## src/rtl/lock_sequencer.sv

```systemverilog
// lock_sequencer: 3-digit code lock FSM with retry limit and timed lockout
module lock_sequencer #(
  parameter logic [11:0] CODE = 12'h619,
  parameter int MAX_TRIES = 3,
  parameter int LOCKOUT_CYCLES = 500_000_000
) (
  input  logic       clk,
  input  logic       reset,
  input  logic       press,
  input  logic [3:0] digit,
  input  logic       relock,
  output logic [1:0] digit_idx,
  output logic [2:0] digit_we,
  output logic       unlocked,
  output logic       lockout,
  output logic       fail,
  output logic [1:0] tries_left,
  output logic [3:0] status_code
);
  localparam int TW = $clog2(LOCKOUT_CYCLES);
  localparam logic [1:0] MT = 2'(MAX_TRIES);
  typedef enum logic [1:0] {ENTRY, CHECK, UNLOCKED, LOCKOUT} state_t;
  state_t state;
  logic [11:0] entry;
  logic [TW-1:0] timer;
  logic take;
  // A digit is accepted only while entering, and relock or reset discards it
  always_comb begin
    take = !reset && state == ENTRY && press && !relock;
    digit_we = take ? 3'(3'b001 << digit_idx) : 3'b000;
    unlocked = state == UNLOCKED;
    lockout = state == LOCKOUT;
    status_code = unlocked ? 4'hC : lockout ? 4'hE : 4'hF;
  end
  // Sequencer: digit collection, code check, retry accounting and lockout timer
  always_ff @(posedge clk) begin
    if (reset) begin
      state <= ENTRY;
      digit_idx <= 2'd0;
      entry <= 12'h000;
      tries_left <= MT;
      timer <= '0;
      fail <= 1'b0;
    end else begin
      fail <= 1'b0;
      case (state)
        ENTRY:
          if (relock) begin
            digit_idx <= 2'd0;
            entry <= 12'h000;
          end else if (press) begin
            case (digit_idx)
              2'd0: entry[11:8] <= digit;
              2'd1: entry[7:4] <= digit;
              default: entry[3:0] <= digit;
            endcase
            digit_idx <= digit_idx == 2'd2 ? 2'd0 : digit_idx + 2'd1;
            if (digit_idx == 2'd2) state <= CHECK;
          end
        CHECK:
          if (entry == CODE) begin
            state <= UNLOCKED;
            tries_left <= MT;
          end else begin
            fail <= 1'b1;
            tries_left <= tries_left != 2'd0 ? tries_left - 2'd1 : 2'd0;
            state <= tries_left <= 2'd1 ? LOCKOUT : ENTRY;
            timer <= TW'(LOCKOUT_CYCLES - 1);
            entry <= 12'h000;
          end
        UNLOCKED:
          if (relock) begin
            state <= ENTRY;
            digit_idx <= 2'd0;
            entry <= 12'h000;
          end
        LOCKOUT:
          if (timer == '0) begin
            state <= ENTRY;
            tries_left <= MT;
            digit_idx <= 2'd0;
            entry <= 12'h000;
          end else begin
            timer <= timer - 1'b1;
          end
      endcase
    end
  end
endmodule

```

## config.mk

```make
export PLATFORM = sky130hd
export DESIGN_NAME = lock_sequencer
export DESIGN_NICKNAME = d
export VERILOG_FILES = /design/src/rtl/lock_sequencer.sv
export SDC_FILE = /design/constraint.sdc
export NUM_CORES = 1
export LEC_CHECK = 0
export ABC_AREA = 1
export ABC_CLOCK_PERIOD_IN_PS = 4000
export CAP_MARGIN = 0
export CORE_MARGIN = 2
export CORE_UTILIZATION = 40
export CTS_CLUSTER_SIZE = 14
export DETAILED_ROUTE_END_ITERATION = 8
export HOLD_SLACK_MARGIN = 0.06
export PLACE_DENSITY = 0.58
export SLEW_MARGIN = 10
export SYNTH_ARGS = -nofsm -noshare
export SYNTH_HDL_FRONTEND = slang
export SYNTH_SLANG_ARGS = --single-unit
```

## constraint.sdc

```tcl
create_clock -name clk -period 4 [get_ports clk]
set_clock_uncertainty 0.2 [all_clocks]
set_input_delay 0.4 -clock clk [delete_from_list [all_inputs] [get_ports clk]]
set_output_delay 0.4 -clock clk [all_outputs]
set_load 0.05 [all_outputs]
```

### After elaboration in Yosys (flattened, before gate mapping)

Index checks and enable logic that the tools add are counted.

* register bits after elaboration: 48
* output and inout bits: 14
* word-level logic and storage cells: 83

* add/subtract/negate cells: 3
* $lt $le $gt $ge: 1
* equal/unequal tests: 17
* shift operators: 1
* multiplexer cells: 32
* bitwise operators: 1
* reductions and logical operators: 20

Operators by type and width (count)
* 2-to-1 mux 12 bit: 5
* 2-to-1 mux 29 bit: 2
* case mux 29 bit (2 select lines): 1
* case mux 12 bit (4 select lines): 1
* logical NOT 29 bit: 1
* subtractor 29 x 1 -> 29 bit, second input constant: 1
* 2-to-1 mux 2 bit: 14
* AND reduction 5 bit: 4
* == test 12 x 11 -> 1 bit, second input constant: 1
* 2-to-1 mux 4 bit: 3
* != test 2 bit, second input constant: 5
* case mux 2 bit (4 select lines): 1
* == test 2 bit, second input constant: 3
* != test 3 x 2 -> 1 bit, second input constant: 2
* != test 3 bit, second input constant: 2
* case mux 2 bit (3 select lines): 1
* == test 2 x 1 -> 1 bit, second input constant: 2
* logical NOT 2 bit: 2
* != test 2 x 1 -> 1 bit, second input constant: 2
* case mux 2 bit (2 select lines): 1
* AND reduction 4 bit: 1
* nonzero test 2 bit: 2
* OR reduction 2 bit: 2
* logical AND 1 bit: 3
* 11 further kinds: 13

### Depth between registers and ports, before layout

* depth after elaboration: 6
* gate-level depth with buffers: 14
* mapped depth without buffers: 13

### Worst setup path before layout

No wires, ideal clock.

* kind: register to register
* start point: register state[1]
* end point: register entry[7]
* setup time: 0.114 ns
* data arrival time: 2.244 ns
* data required time: 3.686 ns
* setup slack: 1.442 ns
* stages on the path, launching flop included: 8
* buffers on the path: 0
* clock period less this slack: 2.558 ns
* path through: dfxtp_1 -> inv_1 -> nor2_1 -> nand2_1 -> nand4_2 -> nand2_1 -> nand2_1 -> nor2_1

* longest elaborated chain between the ends: 3
* elaborated cells on any way between the ends: 11
* those cells by class: eq/ne: 8; mux: 1; reduce/logical: 2

RTL lines
* from (decl): line 23 `state_t state;`
* from (signal assigned): line 67 `state <= tries_left <= 2'd1 ? LOCKOUT : ENTRY;`
* == test 2 bit *
* via unlocked: line 14 `output logic unlocked,`
* != test 2 bit (no source line)
* AND reduction 5 bit (no source line)
* to (signal assigned): line 54 `2'd1: entry[7:4] <= digit;`
* to (decl): line 24 `logic [11:0] entry;`

The timed path passes the listed nets; every way through them passes the cells marked *.
A chain may end at the register's enable or synchronous reset.

### Final worst setup path

* start point: input port relock
* end point: output port digit_we[1]

* longest elaborated chain between the ends: 3

RTL lines
* from (decl): line 11 `input logic relock,`
* logical NOT 1 bit: line 29 `take = !reset && state == ENTRY && press && !relock;`
* logical AND 1 bit: line 29
* 2-to-1 mux 3 bit: line 30 `digit_we = take ? 3'(3'b001 << digit_idx) : 3'b000;`
* to (decl): line 13 `output logic [2:0] digit_we,`

No other way between the ends.

==> impl_results.md <==
* Run status: complete, no violations
* Nets at 505
* Vias in the first global route at 2822
* Crit start category: input pin
* Initial core utilization at 0.414
* # fillers at 822
* Initial antenna violation count at 0
* Top cells by area, synth: dfxtp_1 (32%), nand2_1 (16%), nor2_1 (11%)
* Area grow syn2layout at 11.3%
* Seq cells post-synth at 48
* PwrDens at 302 nW/um2
* Crit-path max FO at 7
* Drt first pass iters at 4
* Global route overflow at 0
* Fmax at 338 MHz
* Syn Inst Count at 478
* Fin util at 0.461
* Most used DFF post-synth: dfxtp_1
* Cell taking the most area after synthesis: dfxtp_1
* CP endpoint kind: output pin
* Routed Antenna Nets at 0
* Tmin final at 2960 ps
* Initial DRC Count at 69
* RSZ-0062 raised after global routing: false
* CTS HTree Levels at 2
* Hpwl dp at 5.55 mm
* CTS tree: built
* Largest net degree at the start of global routing at 27
* Hold WC Path Type: flop to flop
* PortBufs at 19
* Setup Buffers After CTS at 0
* Max_cap viols at 0
* DIE HEIGHT at 90.9 um
* # DRC at 0
* Via count at 2929
* Setup crit start: relock
* CTS clk-pin slew, worst paths at 80 ps
* CTS root buf: clkbuf_8
* Final Cycle Share at 0.740
* DR vias/cell at 4.92
* Final std cells w/o fill at 595
* Number of synthesized flops with an enable pin at 0
* Tot GR Track Use at 0.192
* R2R Path Start: state[1]$_SDFFE_PP0P_
* IO Count at 22
* Synth unique cells at 39
* CP top delay family: buffers and inverters
* Gpl congestion at 0.899
* Slew HR at 0.419
* CP Data Arrival Time at 2360 ps
* Worst VDD drop at 124 uV
* Avg Inst Size Synth at 6.31 um2
* Pleak at 1.60 nW
* Buffer levels on the longest clock path at 2
* CTS buffer count at 5
* Post-CTS resize count at 0
* Seq/Total Area, Yosys at 0.318
* Crit path largest cell delay at 810 ps
* Required @ worst endpoint at 3400 ps
* Die ar. at 8260 um2
* Synthesized area at 3020 um2
* Final Hold Viols at 0
* Hold Startpoint: digit_idx[1]$_SDFFE_PP0P_
* Worst path buffer plus inverter count at 3
* Global-route wire length before repair at 13.0 mm
* CTS sink count at 48
* Worst hold slack at 312 ps
* Setup CP Type: input pin to output pin
* Core area at 7290 um2
* Synth warn at 0
* Die Width at 90.9 um
* N_diodes at 0
* Rows at 31
* Top cell type's share of synthesized area at 0.318
* Worst slew pin tran at 868 ps
* Pins Over Slew Limit at 0
* Wire length per cell at 12.5 um
* Post-Place Cells at 587
* Asr flop ratio synth at 0
* Final setup TNS at 0 ps
* CP max-delay cell: clkdlybuf4s50_1
* Cts hold-fix bufs at 0
* WL final at 7.43 mm
* CP cell instances: clkdlybuf4s50_1 > inv_1 > nand2_1 > nor2_1 > nand3_1 > nor2_1 > clkdlybuf4s50_1
* Final setup vio count at 0
* Share of post-route cells with drive strength above 1 at 0.0968
* Worst-skew pair later-pin latency at 310 ps
-- metrics by stage --
step | setup WS, ps | instance area (um2) | total power [mW]
floorplan | 1440 | 3020 | 0.634
global placement | 1110 | 3250 | 0.669
detailed placement | 1050 | 3250 | 0.671
CTS | 1040 | 3360 | 1.03
global route | 912 | 3360 | 1.07
finish | 1040 | 3360 | 1.02
-- cell families (layout without fill, tap and decap cells) --
family,count (synthesis),count (layout),synth area share
AO/OA/AOI/OAI,52,52,0.104
XOR/XNOR,8,8,0.0232
adder cells (fa/ha/maj),2,2,0.00829
buffers and inverters,74,91,0.113
flip-flops,48,48,0.318
other,1,2,0.00124
AND/OR/NAND/NOR,293,293,0.432
-- sequential cells by signal, indices dropped and copies added, names as in the netlist --
name	flops
digit_idx	2
state	2
timer	29
entry	12
fail	1
tries_left	2
-- Yosys cell counts, types with 5 or more instances --
master	number
inv_1	52
nor2_1	91
a31oi_1	6
nor3_1	8
nor2_2	7
nand2_1	130
inv_2	8
nand2_2	5
a21oi_1	16
o21ai_0	16
nand3_1	23
nand4_1	15
dfxtp_1	48
a21oi_2	6
clkbuf_1	5
-- power by group --
| part | leakage, nW | switching, mW | internal [mW] |
|---|---|---|---|
| sequential | 0.390 | 0.00796 | 0.491 |
| combinational | 1.16 | 0.104 | 0.0575 |
| clock | 0.0552 | 0.169 | 0.186 |
-- routing by layer --
layer,global-route usage,part of all wire,wire length (um),up-vias
met2,0.333,0.48,3540,51
li1,-,-,-,1538
met1,0.241,0.48,3530,1328
met4,0.0720,0.021,157,0
met5,0,0,0,-
met3,0.0309,0.027,202,12
-- placed cells by master (no fill, tap or decap), drive strengths merged, types with 6 or more instances in the layout --
master / instances
clkdlybuf4s50: 19
a31oi: 6
nand3: 23
nand2: 138
nor3: 8
o21ai: 17
inv: 60
nand4: 18
dfxtp: 48
nor2: 100
clkbuf: 6
a21oi: 22
-- final timing paths --
check | end | slack, ps | cells past startpoint
setup / recovery | digit_we[1] | 1040 | 7
hold / removal | digit_idx[1]$_SDFFE_PP0P_ | 310 | 2
setup reg to reg | timer[21]$_SDFFE_PP0P_ | 1780 | 8
hold reg to reg | digit_idx[1]$_SDFFE_PP0P_ | 310 | 2
-- area by class of cell --
cell class	instances	area [um2]	share of cell area
clock buffers	6	72.6	0.0216
clock inverters	2	35.0	0.0104
inverters	61	234	0.0696
multi-input cells	357	1720	0.512
flip-flops and latches	48	961	0.286
well taps	99	124	0.0369
repair buffers	22	213	0.0633
-- worst register-to-register path, cell delays in order (launching register included) --
cell      delay (ps)
dfxtp_1          430
nand2_1          310
inv_1            160
buf_4            240
nand2_8          120
nand2_4          240
clkinv_4         230
nand2_1          130
a21oi_2           60
(Power assumes the default switching activity.)
